[src/rtl/sram_ctrl.sv]
// -----------------------------------------------------------------------------
// sram_ctrl
//
// Single-outstanding request/response front end for a synchronous single-port
// SRAM. Reads, full-word writes, byte-masked writes (read-modify-write) and
// empty-mask writes each take a fixed number of cycles. One response is
// produced per accepted request.
//
// Parameters
//   ADDR   SRAM word-address width
//   WIDTH  data width, a multiple of 8; WIDTH/8 byte lanes
//
// Ports
//   clk        rising-edge clock
//   res        synchronous active-high reset
//   req_valid  request present
//   req_ready  request accepted on req_valid && req_ready at a rising edge
//   req_we     1 = write, 0 = read
//   req_be     byte enables (bit i covers data[8i+7:8i]); ignored for reads
//   req_addr   word address
//   req_wdata  write data
//   rsp_valid  response present
//   rsp_ready  response consumed on rsp_valid && rsp_ready at a rising edge
//   rsp_rdata  read data; 0 for write responses
//   mem_we     SRAM write enable (registered)
//   mem_addr   SRAM address (registered)
//   mem_din    SRAM write data (registered)
//   mem_dout   SRAM read data, valid the cycle after a WE=0 address cycle
// -----------------------------------------------------------------------------
`timescale 1ns/1ps

module sram_ctrl #(
    parameter int ADDR  = 8,
    parameter int WIDTH = 32
) (
    input  logic               clk,
    input  logic               res,
    input  logic               req_valid,
    output logic               req_ready,
    input  logic               req_we,
    input  logic [WIDTH/8-1:0] req_be,
    input  logic [ADDR-1:0]    req_addr,
    input  logic [WIDTH-1:0]   req_wdata,
    output logic               rsp_valid,
    input  logic               rsp_ready,
    output logic [WIDTH-1:0]   rsp_rdata,
    output logic               mem_we,
    output logic [ADDR-1:0]    mem_addr,
    output logic [WIDTH-1:0]   mem_din,
    input  logic [WIDTH-1:0]   mem_dout
);

    localparam int NB = WIDTH / 8;

    typedef enum logic [2:0] {
        IDLE,
        RD,
        RD_WAIT,
        WR,
        RMW_RD,
        RMW_WAIT,
        RMW_WR,
        RESP
    } state_t;

    state_t state, state_d;

    // Request fields that are still needed after acceptance. The address does
    // not need its own copy: mem_addr is loaded on acceptance and only changes
    // again on the next acceptance, so it carries the address for the whole
    // transaction.
    logic [NB-1:0]    lat_be;
    logic [WIDTH-1:0] lat_wdata;
    logic             lat_load;

    logic             mem_we_d;
    logic [ADDR-1:0]  mem_addr_d;
    logic [WIDTH-1:0] mem_din_d;
    logic             rsp_valid_d;
    logic [WIDTH-1:0] rsp_rdata_d;
    logic [WIDTH-1:0] merged;
    logic             accept;

    assign req_ready = (state == IDLE) && !res;
    assign accept    = req_valid && req_ready;

    // Byte-lane merge for partial writes: enabled lanes come from the latched
    // write data, the rest keep the word just read from the SRAM.
    always_comb begin
        merged = mem_dout;
        for (int i = 0; i < NB; i++) begin
            if (lat_be[i]) begin
                merged[8*i +: 8] = lat_wdata[8*i +: 8];
            end
        end
    end

    // Next-state and next-output logic. All SRAM-facing outputs and the
    // response outputs are registered, so this block computes their next
    // values alongside the next state.
    always_comb begin
        state_d     = state;
        lat_load    = 1'b0;
        mem_we_d    = 1'b0;
        mem_addr_d  = mem_addr;
        mem_din_d   = mem_din;
        rsp_valid_d = rsp_valid;
        rsp_rdata_d = rsp_rdata;

        case (state)
            IDLE: begin
                if (accept) begin
                    lat_load    = 1'b1;
                    mem_addr_d  = req_addr;
                    // Write responses carry zero data; reads overwrite this
                    // when the SRAM word arrives.
                    rsp_rdata_d = '0;
                    if (!req_we) begin
                        state_d = RD;
                    end else if (&req_be) begin
                        state_d   = WR;
                        mem_we_d  = 1'b1;
                        mem_din_d = req_wdata;
                    end else if (|req_be) begin
                        state_d = RMW_RD;
                    end else begin
                        // Empty mask: nothing to store, answer immediately.
                        state_d = RESP;
                    end
                end
            end

            RD: begin
                state_d = RD_WAIT;
            end

            RD_WAIT: begin
                rsp_rdata_d = mem_dout;
                state_d     = RESP;
            end

            WR: begin
                state_d = RESP;
            end

            RMW_RD: begin
                state_d = RMW_WAIT;
            end

            RMW_WAIT: begin
                mem_din_d = merged;
                mem_we_d  = 1'b1;
                state_d   = RMW_WR;
            end

            RMW_WR: begin
                state_d = RESP;
            end

            RESP: begin
                // rsp_valid rises one cycle after entering RESP, so the
                // handshake can never occur in the entry cycle.
                if (rsp_valid && rsp_ready) begin
                    rsp_valid_d = 1'b0;
                    state_d     = IDLE;
                end else begin
                    rsp_valid_d = 1'b1;
                end
            end

            default: begin
                state_d = IDLE;
            end
        endcase
    end

    always_ff @(posedge clk) begin
        if (res) begin
            state     <= IDLE;
            rsp_valid <= 1'b0;
            rsp_rdata <= '0;
            mem_we    <= 1'b0;
            mem_addr  <= '0;
            mem_din   <= '0;
            lat_be    <= '0;
            lat_wdata <= '0;
        end else begin
            state     <= state_d;
            rsp_valid <= rsp_valid_d;
            rsp_rdata <= rsp_rdata_d;
            mem_we    <= mem_we_d;
            mem_addr  <= mem_addr_d;
            mem_din   <= mem_din_d;
            if (lat_load) begin
                lat_be    <= req_be;
                lat_wdata <= req_wdata;
            end
        end
    end

endmodule

[config.mk]
export PLATFORM = sky130hd
export DESIGN_NAME = sram_ctrl
export DESIGN_NICKNAME = d
export VERILOG_FILES = /design/src/rtl/sram_ctrl.sv
export SDC_FILE = /design/constraint.sdc
export NUM_CORES = 1
export LEC_CHECK = 0
export BUFFER_PORTS_ARGS = -buffer_cell sky130_fd_sc_hd__buf_2
export CELL_PAD_IN_SITES_DETAIL_PLACEMENT = 1
export CELL_PAD_IN_SITES_GLOBAL_PLACEMENT = 1
export CORE_ASPECT_RATIO = 0.6
export CORE_MARGIN = 1.5
export CORE_UTILIZATION = 37
export DETAILED_ROUTE_END_ITERATION = 8
export HOLD_SLACK_MARGIN = 0.05
export PLACE_DENSITY_LB_ADDON = 0.05
export SLEW_MARGIN = 20
export SYNTH_ARGS = -nofsm -noshare
export SYNTH_HDL_FRONTEND = slang
export SYNTH_SLANG_ARGS = --single-unit
[constraint.sdc]
create_clock -name clk -period 1.7 [get_ports clk]
set_input_delay 0.085 -clock clk [delete_from_list [all_inputs] [get_ports clk]]
set_output_delay 0.085 -clock clk [all_outputs]
set_load 0.01 [all_outputs]
**Word level (Yosys, flattened, before mapping)**

Cells that the tools add are included.
W data, S select, Z words.

- Multiplexer cells: 23
- Equal/unequal tests: 11
- Reduce and logical (&&, ||, !) cells: 14

Operator list:

| operator | count |
|---|---|
| $mux W32 | 4 |
| $pmux W32 S2 | 2 |
| $mux W8 | 4 |
| $pmux W3 S6 | 1 |
| $eq A3 B3 Y1 const B | 4 |
| $mux W3 | 4 |
| $reduce_and A4 Y1 | 2 |
| $eq A3 B2 Y1 const B | 2 |
| $mux W1 | 6 |
| $ne A2 B2 Y1 const B | 3 |
| $reduce_and A2 Y1 | 3 |
| $reduce_bool A2 Y1 | 2 |
| $reduce_or A4 Y1 | 1 |
| $eq A3 B1 Y1 const B | 1 |
| $logic_and A1 B1 Y1 | 3 |
| $logic_not A3 Y1 | 1 |
| $reduce_or A3 Y1 | 1 |
| $mux W2 | 1 |
| $ne A2 B1 Y1 const B | 1 |
| $pmux W1 S2 | 1 |
| $logic_not A1 Y1 | 1 |

- Input bits: 81
- Register bits after elaboration: 113
- Output and inout port bits: 75
- Word-level logic and storage cells: 56

**Longest topological paths before layout**

Gate-level depths: netlist of run 1.

- Word-level depth: 6
- Depth in mapped cells: 7
- Depth with buffers taken out: 4

**Worst setup path before layout of run 1**

OpenSTA, ideal clock, no wires.

- Kind: reg2reg
- From: register state[2]
- To: register state[2]
- Required time: 1.614 ns
- Stages on the path, launching flop included: 6
- Buffers on the path: 1
- Clock period less this slack: 1.580 ns
- Slack: 0.120 ns
- Arrival: 1.495 ns
- Library setup time: 0.086 ns
- Cells stage by stage: dfxtp_1 -> buf_2 -> nor3_4 -> nand3b_1 -> or4b_1 -> a211oi_1

- Word-level cells in the longest chain between the ends: 5
- Elaborated cells on any way between the ends: 15
- Those cells by class: eq/ne (9); mux (1); reduce/logical (5)

Ends and longest elaborated chain:

| item | RTL line | RTL |
|---|---|---|
| from (decl) | 66 | `state_t state, state_d;` |
| from (signal assigned) | 188 | `state <= state_d;` |
| branches (longest 5 deep; another with $pmux W3 S6) | -- |  |

Several ways; the timed one is not identified.
A chain may end at the register's enable or synchronous reset.

**Worst setup path in the final report of run 1**

- From: register state[2]
- To: register lat_wdata[26]

- Word-level cells in the longest chain between the ends: 5

Ends and longest elaborated chain:

| item | RTL line | RTL |
|---|---|---|
| $logic_not A3 Y1 (*) | 84, 110 |  |
| $logic_and A1 B1 Y1 | 84 | `assign req_ready = (state == IDLE) && !res;` |
| $logic_and A1 B1 Y1 | 85 | `assign accept = req_valid && req_ready;` |
| $mux W1 | 112 | `if (accept) begin` |
| $mux W1 (*) | 110 | `case (state)` |
| to (signal assigned) | 196 | `lat_wdata <= req_wdata;` |
| to (decl) | 73 | `logic [WIDTH-1:0] lat_wdata;` |

Mark *: on every way between the ends. The rest lies on a longest branch, timed or not.

==> metrics.md, run 1 <==
| Metric | Value |
|---|---|
| Outcome | `finished, final reports clean` |
| Cell count after placement | `just under 900` |
| Share of layout cells above drive strength 1 | `0.266` |
| Pwr Density | `about 1200 mW/mm^2` |
| Die Width | `151 microns` |
| Wirelength, routed | `roughly 19000 microns` |
| Post-route insts no fill | `roughly 1000` |
| Crit Path Category | `reg -> reg` |
| Internal power summed over all cells | `~6.2 mW` |
| Library cell used as clock root buffer | `clkbuf_16` |
| Cells after Synth | `594` |
| First-pass iteration count of the detailed router | `5` |
| Post-synth EDFFs | `0` |
| Ordered cell list for the critical path | `or3_4, nor3b_4, buf_4, buf_12, o21ai_0` |
| Post-route minimum period | `1660 ps` |
| Drt via density | `about 5.3` |
| Number of placement rows | `32` |
| Most frequently used flop master after synthesis | `dfxtp_1` |
| Global route total overflow | `0` |
| Vias in the first global route | `~5500` |
| Count of distinct cell types in the synthesized netlist | `30` |
| Post-synth net total | `between 600 and 700` |
| VDD IR-drop max | `~0.74 mV` |
| Share of power burned in combinational logic | `0.220` |
| Critical Path Start Type | `flip-flop` |
| Power share of the sequential group | `0.353` |
| Category of cells accounting for the largest share of critical-path delay | `simple AND/OR/NAND/NOR gates` |
| Detailed Route Iter0 Violations | `282` |
| CTS tree | `built` |
| Post-detailed-route wirelength per cell | `19.0 microns` |
| Number of instances on the worst hold path | `3` |
| Total die area | `0.0139 sq mm` |
| DRC violations left | `0` |
| Switching part of the total | `0.297` |
| Longest Clk Path Bufs | `2` |
| DR vias | `roughly 5300` |
| Unrepaired setup endpoints after global routing | `yes` |
| I/O pin count | `roughly 160` |
| Kind of end point of the critical path | `flip-flop` |
| Final cycle utilization of the critical path | `0.977` |
| Synth top area share | `0.465` |
| Max-slew violation count | `0` |
| Data required time of the critical path | `between 1500 and 2000 ps` |
| Reported max-cap violation count | `0` |
| Static leakage | `around 3.0 nW` |
| Starting utilization of the core area | `0.379` |
| Layout Area Growth over Synthesis | `51.0%` |
| Number of clock sinks | `around 110` |
| Initial antenna violation count | `1` |
| Most common library cells after synthesis | `nand2_1 (119), dfxtp_1 (113), a21oi_1 (66)` |
| Measured slew at the worst slew-check pin | `slightly above 900 ps` |
| Worst path max stage delay | `about 440 ps` |
| Number of warnings issued by yosys | `0` |
| Number of flip-flops and latches in the synthesized netlist | `~110` |
| Maximum number of pins on one net before global-route repair | `96` |
| Buffers & Inverters on Critical Path | `2` |
| Arrival time of data at the critical path endpoint | `between 1500 and 2000 ps` |
| Share of the yosys chip area belonging to registers | `0.465` |
| Clock power frac | `0.427` |
| CTS clock-pin slew for the worst setup and hold paths | `50 ps` |
| Post-synthesis area per instance | `approximately 8.2 sq um` |
| Weighted congestion at the end of routability-driven global placement | `0.880` |
| Number of buffers inserted by port buffering | `~160` |
| Top cells by area, synth | `dfxtp_1 (46%), nand2_1 (9.2%), a21oi_1 (6.8%), mux2i_1 (6.6%), o21ai_0 (6.5%)` |
| Cell depth of the worst flop-to-flop path | `5` |
| Worst Path Max Fanout | `36` |
| Total of endpoints with negative setup slack in the final report | `0` |
| Area of the mapped netlist | `approximately 0.005 sq mm` |
| Insertion delay of the later-clocked pin in the worst-skew pair | `410 ps` |
| Path class of the lowest-slack min-delay path | `in -> reg` |
| Post-synth ARST share | `0` |
| Levels on crit path | `5` |
| Wire length of the first global-routing pass | `29100 microns` |
| Post-DRT Antenna Nets | `0` |
| Achievable frequency | `approximately 0.60 GHz` |
| Net switching power | `between 2 and 3 mW` |
| Height of the die | `between 90 and 100 microns` |
| Cell type of the slowest stage on the worst timing path | `or3_4` |
| Hold Vio Cnt, Final | `0` |
| Total routing resource utilization after global routing | `0.274` |
| Number of buffers created by CTS | `17` |
| Post-detail-place hpwl | `~12000 microns` |
| Final core occ | `0.572` |
| Cell type with the highest aggregate area in the netlist | `dfxtp_1` |
| Worst max-slew margin expressed relative to the limit | `0.386` |
| Core footprint | `0.0129 sq mm` |
| Most frequent cell after synthesis | `nand2_1` |
| Worst clock skew | `~12 ps` |
| Layout Nets | `approximately 900` |
| Count of H-tree levels built during CTS | `4` |
-- flip-flops by register name (all words and copies together), names as in the netlist --
name       cells
lat_wdata     32
mem_din       32
rsp_rdata     32
mem_addr       8
lat_be         4
state          3
mem_we         1
rsp_valid      1
-- power by group through the flow --
stage | clock network [mW] | logic (mW) | registers (mW)
after CTS | 3.83 | 1.85 | 3.12
after floorplan | 0 | 0.944 | 3.14
final | 3.78 | 1.95 | 3.12
after global routing | 3.94 | 2.11 | 3.15
after detailed placement | 0 | 1.69 | 3.17
after global placement | 0 | 1.65 | 3.15
-- cell type report --
type,count,area (sq um)
diodes,1,2.50
clock buffers,20,457
clock inverters,12,163
fillers,1519,5510
multi-input cells,424,2400
flip-flops and latches,113,2260
well taps,170,213
repair buffers,261,1850
-- per-stage QoR --
stage                     hold WS [ps]  setup TNS [ps]  total power, mW  instance area (sq um)  setup slack [ps]
final                              122               0             8.85                   7350              39.0
after global routing               132           -72.2             9.21                   7350             -32.0
after CTS                         91.8               0             8.81                   7290              58.0
after detailed placement           274               0             4.86                   5880              74.7
after global placement             269               0             4.80                   5880              97.5
after floorplan                    184               0             4.08                   4870               120
-- cell usage in the layout (no fill, tap or decap), types with 2 or more instances in the layout --
cell type      netlist  layout
a211oi_1             2       2
nand3b_1             9       9
o21ai_0             63      63
nand2b_1            36      36
buf_4                0      22
a21o_1               2       2
o21ai_1              6       5
dfxtp_1            113     113
mux2i_1             32      32
buf_2                9     154
dlygate4sd3_1        0      78
nand2_1            119     119
bufinv_16            0       4
a21oi_1             66      65
clkinv_2             0       7
o2111ai_1           32      32
nor3_1               2       2
buf_12               0       5
nand3_1             34      34
nor2_1               8       8
clkbuf_8             0       2
clkbuf_16            0      18
-- worst reg2reg max path: cells and delay by family (launching register included) --
| family | cells | cell delay (ps) |
|---|---|---|
| AND/OR/NAND/NOR | 2 | 650 |
| flip-flops | 1 | 360 |
| buffers and inverters | 2 | 350 |
| AO/OA/AOI/OAI | 1 | 170 |
-- worst paths after layout --
| path | start | end | slack [ps] |
|---|---|---|---|
| worst min-delay path | req_we | state[2] | 120 |
| worst max register to register | state[2] | lat_wdata[26] | 40 |
| worst min register to register | rsp_rdata[22] | rsp_rdata[22] | 470 |
| worst max-delay path | state[2] | lat_wdata[26] | 40 |
-- logic make-up (layout without fill, tap and decap cells) --
family | Yosys count | after routing | synth area share
AND/OR/NAND/NOR | 217 | 217 | 0.214
buffers and inverters | 58 | 293 | 0.0478
AO/OA/AOI/OAI | 174 | 175 | 0.207
multiplexers | 32 | 32 | 0.0658
flip-flops | 113 | 113 | 0.465
other | 0 | 1 | 0
-- per-layer routing --
| layer | wire length (microns) | GRT usage | vias up |
|---|---|---|---|
| met4 | 75 | 0.0890 | 0 |
| li1 | - | - | 2541 |
| met1 | 8810 | 0.367 | 2570 |
| met2 | 8900 | 0.439 | 182 |
| met5 | 0 | 0 | - |
| met3 | 1190 | 0.0587 | 6 |
-- repair_timing --
item	4_1_cts	5_1_grt
setup buffers	2	2
cloned	0	2
gates resized for setup	0	1
hold buffers	78	0
hold endpoints to repair	89	0
setup endpoints to repair	1	8
pin swaps	0	1
Note: power is estimated with default switching activity, not from simulation.
==> run 2, diff against run 1 <==
--- a/config.mk
+++ b/config.mk
@@ -13,7 +13,7 @@
 export CORE_UTILIZATION = 37
 export DETAILED_ROUTE_END_ITERATION = 8
 export HOLD_SLACK_MARGIN = 0.05
-export PLACE_DENSITY_LB_ADDON = 0.05
+export PLACE_DENSITY = 0.8
 export SLEW_MARGIN = 20
 export SYNTH_ARGS = -nofsm -noshare
 export SYNTH_HDL_FRONTEND = slang
==> run 2 against run 1 <==
Against the previous run: the run now ends with setup timing left; first-iteration DRC count increased by 20%; count of clock-buffer cells in the layout is 1 higher; sequential power barely moved; final area increased by 2.9%.
==> metrics.md, run 2 (synthesis gave the netlist of run 1 again) <==
| Metric | Value |
|---|---|
| Outcome | `complete, but fails checks` |
| Failing checks | `setup timing` |
| VDD IR-drop max | `around 0.8 mV` |
| Post-route minimum period | `1820 ps` |
| Starting utilization of the core area | `0.379` |
| Wirelength, routed | `around 22000 microns` |
| Placement Setup Slack | `-38.9 ps` |
| CTS clock-pin slew for the worst setup and hold paths | `~50 ps` |
| Filler cells | `1527` |
| Commonest non-fill, non-tap cells in the layout | `buf_2 (154), nand2_1 (119), dfxtp_1 (110), dlygate4sd3_1 (78), a21oi_1 (65)` |
| Core footprint | `0.0129 sq mm` |
| I/O pin count | `156` |
| Number of placement rows | `32` |
| Total die area | `0.0139 sq mm` |
| Multi-input logic area | `between 0.002 and 0.0025 sq mm` |
| Insertion delay of the later-clocked pin in the worst-skew pair | `between 400 and 500 ps` |
| Crit Path Category | `reg -> reg` |
| Library cell used as clock root buffer | `clkbuf_16` |
| Total of endpoints with negative setup slack in the final report | `7` |
| DR vias | `roughly 5700` |
| Drt via density | `roughly 5.7` |
| Critical Path Start Type | `flip-flop` |
| Setup slack of the critical path after layout | `-124 ps` |
| Buffers & Inverters on Critical Path | `2` |
| Worst path max stage delay | `approximately 420 ps` |
| Path class of the lowest-slack min-delay path | `in -> reg` |
| Total routing resource utilization after global routing | `0.292` |
| Count of H-tree levels built during CTS | `4` |
| Most common cell after layout, fill and taps aside | `buf_2` |
| Cell type of the slowest stage on the worst timing path | `or3_4` |
| Achievable frequency | `0.548 GHz` |
| Share of layout cells above drive strength 1 | `0.278` |
| Worst max-slew margin expressed relative to the limit | `0.567` |
| Post-DRT Antenna Nets | `0` |
| Die Width | `151 microns` |
| Maximum number of pins on one net before global-route repair | `slightly above 100` |
| Layout Nets | `around 900` |
| Final cycle utilization of the critical path | `1.07` |
| Number of buffers inserted by port buffering | `~160` |
| Vias in the first global route | `approximately 5900` |
| Hold Vio Cnt, Final | `0` |
| Ordered cell list for the critical path | `or3_4, nor3b_4, buf_6, clkbuf_16, nand2_1, o21ai_0` |
| Largest registers in the final layout | `lat_wdata: 32 flops, mem_din: 32 flops, rsp_rdata: 32 flops` |
| Static leakage | `between 3 and 4 nW` |
| Worst Path Max Fanout | `18` |
| Initial antenna violation count | `3` |
| DRC violations left | `0` |
| Height of the die | `slightly above 90 microns` |
| Detailed Route Iter0 Violations | `about 340` |
| Post-detail-place hpwl | `about 12000 microns` |
| Register area | `between 0.002 and 0.0025 sq mm` |
| Wire length of the first global-routing pass | `approximately 31000 microns` |
| Layout Area Growth over Synthesis | `55.3%` |
| Reported max-cap violation count | `0` |
| Number of clock sinks | `113` |
| Longest Clk Path Bufs | `2` |
| Kind of end point of the critical path | `flip-flop` |
| Data required time of the critical path | `approximately 2000 ps` |
| Number of buffers created by CTS | `17` |
| Final total power | `roughly 9 mW` |
| Max-slew violation count | `0` |
| Pwr Density | `1210 mW/mm^2` |
| Arrival time of data at the critical path endpoint | `roughly 2100 ps` |
| Weighted congestion at the end of routability-driven global placement | `between 0.7 and 0.8` |
| CTS tree | `built` |
| Measured slew at the worst slew-check pin | `about 650 ps` |
| Category of cells accounting for the largest share of critical-path delay | `simple AND/OR/NAND/NOR gates` |
| First-pass iteration count of the detailed router | `4` |
| Global route total overflow | `0` |
| Post-detailed-route wirelength per cell | `around 22 microns` |
| Worst clock skew | `11.2 ps` |
[run 2: changes by cell type in the layout (fill, tap and decap cells not counted), moves of 2 or more]
cell | previous run | this run
buf_4 | 22 | 15
buf_6 | 1 | 6
clkbuf_16 | 18 | 22
dfxtp_1 | 113 | 110
buf_12 | 5 | 7
clkinv_2 | 7 | 5
dfxtp_2 | 0 | 2
diode_2 | 1 | 3
[run 2: worst reg2reg max path, delay by kind of cell (launching register included)]
| family | cells | cell delay (ps) |
|---|---|---|
| compound gates | 1 | 130 |
| buf+inv | 2 | 360 |
| flops | 1 | 370 |
| simple gates | 3 | 860 |
[run 2: path summary, 6_finish.rpt]
kind | start | endpoint | slack (ps) | cells past startpoint
max | state[0] | lat_wdata[10] | -120 | 6
max reg2reg | state[0] | lat_wdata[10] | -120 | 6
min | req_valid | state[0] | 130 | 3
min reg2reg | rsp_rdata[21] | rsp_rdata[21] | 470 | 2
[run 2: where the power goes]
group	leakage (nW)	internal, mW	total (mW)	switching (mW)
registers	0.921	2.92	3.15	0.228
clock network	0.303	2.52	3.81	1.29
logic	1.82	0.940	2.22	1.28
total	3.05	6.38	9.18	2.80
[run 2: layer usage]
layer	part of all wire	GRT usage	wire length, microns	vias up
met5	0	0	0	-
met4	0.033	0.122	740	0
met3	0.064	0.0766	1440	68
met2	0.47	0.476	10400	272
met1	0.44	0.365	9730	2856
li1	-	-	-	2551
[run 2: timing repair]
| item | 4_1_cts | 5_1_grt |
|---|---|---|
| hold endpoints to repair | 89 | 0 |
| hold buffers | 78 | 0 |
| setup endpoints to repair | 14 | 102 |
| gates resized for setup | 2 | 19 |
| gates cloned | 1 | 5 |
| setup buffers | 0 | 6 |
| pin swaps | 0 | 6 |
[run 2: through the flow]
stage                     instance area (sq um)  TNS [ps]  std cells  utilization  hold slack [ps]
after floorplan                            4870         0        594            -              184
after global placement                     5890         0        883        0.459              270
after detailed placement                   5890     -44.5        883        0.459              280
after CTS                                  7310         0        994        0.569             72.7
after global routing                       7560     -1330       1008        0.588              113
final                                      7560      -242       1008        0.588              129
[run 2: cell type report]
cell class	instances	share of cell area
tap	170	0.0281
antenna	3	0.000993
sequential	113	0.300
clock inverter	11	0.0212
clock buffer	21	0.0609
timing repair buffer	266	0.268
multi-input combinational	424	0.321
==> run 3, diff against run 2 <==
--- a/config.mk
+++ b/config.mk
@@ -5,13 +5,16 @@
 export SDC_FILE = /design/constraint.sdc
 export NUM_CORES = 1
 export LEC_CHECK = 0
+export ABC_AREA = 1
 export BUFFER_PORTS_ARGS = -buffer_cell sky130_fd_sc_hd__buf_2
+export CAP_MARGIN = 20
 export CELL_PAD_IN_SITES_DETAIL_PLACEMENT = 1
 export CELL_PAD_IN_SITES_GLOBAL_PLACEMENT = 1
 export CORE_ASPECT_RATIO = 0.6
 export CORE_MARGIN = 1.5
-export CORE_UTILIZATION = 37
+export CORE_UTILIZATION = 35
 export DETAILED_ROUTE_END_ITERATION = 8
+export GPL_TIMING_DRIVEN = 0
 export HOLD_SLACK_MARGIN = 0.05
 export PLACE_DENSITY = 0.8
 export SLEW_MARGIN = 20
==> run 3 against run 2 <==
Against the previous run: the flow now finishes without violations; via count is 1.5% higher; count of clock-buffer cells in the layout is 3 lower; first-iteration DRC count is 31% lower; hold slack worse by 56 ps; cell count is 21% higher; clock power is 2% lower; register-to-register slack better by 190 ps; global-route usage is 2.0 points lower.
==> metrics.md, run 3 <==
| Metric | Value |
|---|---|
| Outcome | `finished, final reports clean` |
| Worst max-slew margin expressed relative to the limit | `0.605` |
| Crit Path Category | `in -> reg` |
| Ordered cell list for the critical path | `dlygate4sd3_1, clkbuf_4, inv_2, nand4_1, buf_4, clkbuf_2, o21ai_0, a21oi_1` |
| Commonest non-fill, non-tap cells in the layout | `nand2_1 (259), buf_2 (164), dfxtp_1 (111), dlygate4sd3_1 (77), inv_1 (75)` |
| Kind of end point of the critical path | `flip-flop` |
| Cell depth of the worst flop-to-flop path | `8` |
| Number of instances on the worst hold path | `5` |
| Worst path max stage delay | `570 ps` |
| Total die area | `0.0151 sq mm` |
| Height of the die | `about 96 microns` |
| CTS tree | `built` |
| Wirelength, routed | `~20000 microns` |
| Detailed Route Iter0 Violations | `roughly 230` |
| Most frequent cell after synthesis | `nand2_1` |
| Number of buffers inserted by port buffering | `between 150 and 200` |
| Post-detailed-route wirelength per cell | `16.4 microns` |
| Cell type of the slowest stage on the worst timing path | `dlygate4sd3_1` |
| Worst Path Max Fanout | `10` |
| Data required time of the critical path | `just under 2000 ps` |
| Path class of the lowest-slack min-delay path | `in -> reg` |
| First-pass iteration count of the detailed router | `5` |
| CTS clock-pin slew for the worst setup and hold paths | `~60 ps` |
| Post-route minimum period | `around 1700 ps` |
| N_diodes | `0` |
| DR vias | `between 5000 and 6000` |
| Switching part of the total | `0.340` |
| Weighted congestion at the end of routability-driven global placement | `a little under 0.8` |
| Critical Path Start Type | `input port` |
| Post-detail-place hpwl | `13100 microns` |
| Share of layout cells above drive strength 1 | `0.229` |
| Largest registers in the final layout | `lat_wdata: 32 flops, mem_din: 32 flops, rsp_rdata: 32 flops` |
| Most common library cells after synthesis | `nand2_1 (259), dfxtp_1 (113), inv_1 (75)` |
| Layout Area Growth over Synthesis | `48.9%` |
| Pwr Density | `1300 mW/mm^2` |
| Power share of the sequential group | `0.341` |
| Hold Vio Cnt, Final | `0` |
| Top cells by area, synth | `dfxtp_1 (45%), nand2_1 (19%), o21ai_0 (7.0%), a21oi_1 (6.0%), inv_1 (5.6%)` |
| Maximum number of pins on one net before global-route repair | `17` |
| Share of the yosys chip area belonging to registers | `0.450` |
| Cell type with the highest aggregate area in the netlist | `dfxtp_1` |
| Number of flip-flops and latches in the synthesized netlist | `around 110` |
| Worst clock skew | `just under 9 ps` |
| Most common cell after layout, fill and taps aside | `nand2_1` |
| Reported max-cap violation count | `0` |
| Layout Nets | `about 1100` |
| Count of H-tree levels built during CTS | `4` |
| Count of distinct cell types in the synthesized netlist | `20` |
| Filler cells | `1838` |
| Flop2flop setup slack | `~70 ps` |
| Longest Clk Path Bufs | `2` |
| Drt via density | `~4.8` |
| Starting utilization of the core area | `0.363` |
| Post-synth net total | `844` |
| I/O pin count | `roughly 160` |
| Final cycle utilization of the critical path | `0.979` |
| Die Width | `about 160 microns` |
| Static leakage | `roughly 3.8 nW` |
| Net switching power | `around 3.3 mW` |
| Achievable frequency | `0.601 GHz` |
| Area of the mapped netlist | `roughly 0.005 sq mm` |
| Measured slew at the worst slew-check pin | `about 590 ps` |
| Initial antenna violation count | `1` |
| DRC violations left | `0` |
| Vias in the first global route | `between 5000 and 6000` |
| Wire length of the first global-routing pass | `31100 microns` |
| Core footprint | `0.0138 sq mm` |
| Number of buffers created by CTS | `17` |
| Cells after Synth | `763` |
| Insertion delay of the later-clocked pin in the worst-skew pair | `420 ps` |
| Arrival time of data at the critical path endpoint | `a little under 2000 ps` |
| Area of placed instances | `approximately 0.006 sq mm` |
| Global route total overflow | `0` |
| Total routing resource utilization after global routing | `0.272` |
| Post-synthesis area per instance | `6.59 sq um` |
| Post-DRT Antenna Nets | `0` |
| Post-synth EDFFs | `0` |
| Clock power frac | `0.385` |
| Internal power summed over all cells | `between 6 and 7 mW` |
| Share of power burned in combinational logic | `0.274` |
| Number of clock sinks | `roughly 110` |
| Sum of negative setup slack | `0 ps` |
| Max-slew violation count | `0` |
| Synth top area share | `0.450` |
| Final cell area excluding filler cells | `between 0.007 and 0.008 sq mm` |
| Most frequently used flop master after synthesis | `dfxtp_1` |
| Library cell used as clock root buffer | `clkbuf_16` |
| Number of placement rows | `33` |
| Post-synth ARST share | `0` |
| Number of warnings issued by yosys | `0` |
| Total of endpoints with negative setup slack in the final report | `0` |
| VDD IR-drop max | `about 0.70 mV` |
run 3: cell count changes after synthesis, moves of 20 or more:
| cell | before | now |
|---|---|---|
| o2111ai_1 | 32 | 0 |
| inv_1 | 0 | 75 |
| nor2_1 | 8 | 73 |
| nand2_1 | 119 | 259 |
| mux2i_1 | 32 | 0 |
| nand3_1 | 34 | 54 |
| nand2b_1 | 36 | 0 |
run 3: path summary, 6_finish.rpt:
path                                    from           end
worst max-delay path                     res  lat_wdata[6]
worst min-delay path            req_wdata[6]    mem_din[6]
worst max register to register      state[0]    mem_din[6]
worst min register to register  lat_wdata[3]  lat_wdata[3]
run 3: per-layer routing:
| metal | vias up | GRT usage | share of wire |
|---|---|---|---|
| met4 | 2 | 0.0951 | 0.019 |
| met5 | - | 0 | 0.00065 |
| met1 | 2738 | 0.351 | 0.48 |
| met3 | 36 | 0.0648 | 0.058 |
| met2 | 172 | 0.448 | 0.45 |
| li1 | 2886 | - | - |
run 3: timing repair:
item	4_1_cts	5_1_grt
resized for setup	3	27
hold buffers	77	0
setup buffers	0	4
endpoints found under the hold margin	92	0
pin swaps	0	2
setup endpoints to repair	6	75
run 3: logic make-up (layout without fill, tap and decap cells):
| logic type | Yosys count | count (layout) | share of synthesized area |
|---|---|---|---|
| compound gates | 131 | 131 | 0.131 |
| simple gates | 393 | 393 | 0.314 |
| flops | 113 | 113 | 0.450 |
| buf+inv | 126 | 392 | 0.105 |
run 3: power by group through the flow:
stage	logic (mW)	clock network [mW]	registers [mW]
after CTS	2.58	3.80	3.30
after detailed placement	2.38	0	3.34
after global routing	2.97	3.91	3.35
after global placement	2.34	0	3.33
final	2.66	3.74	3.31
after floorplan	1.41	0	3.41
run 3: metrics by stage:
step	hold slack [ps]	setup WS [ps]	total power, mW	instances	utilization
6_report	72.3	35.5	9.71	1221	0.541
2_1_floorplan	196	450	4.82	763	-
5_1_grt	87.8	-36.2	10.2	1221	0.541
3_3_place_gp	282	68.7	5.67	1109	0.437
3_5_place_dp	285	-13.3	5.73	1109	0.437
4_1_cts	64.9	13.7	9.67	1218	0.537
run 3: final cells by class:
cell class                 instances  area, sq um  area share
clock buffer                      18          439      0.0587
multi-input combinational        524         2240       0.299
tap                              192          240      0.0321
sequential                       113         2260       0.302
inverter                          80          300      0.0401
clock inverter                    14          179      0.0239
buffer                            45          250      0.0334
timing repair buffer             235         1570       0.210
run 3: worst max-delay path: cells and delay by family:
family / cells / cell delay [ps]
buffers and inverters: 5 / 1340
AND/OR/NAND/NOR: 1 / 140
AO/OA/AOI/OAI: 2 / 370
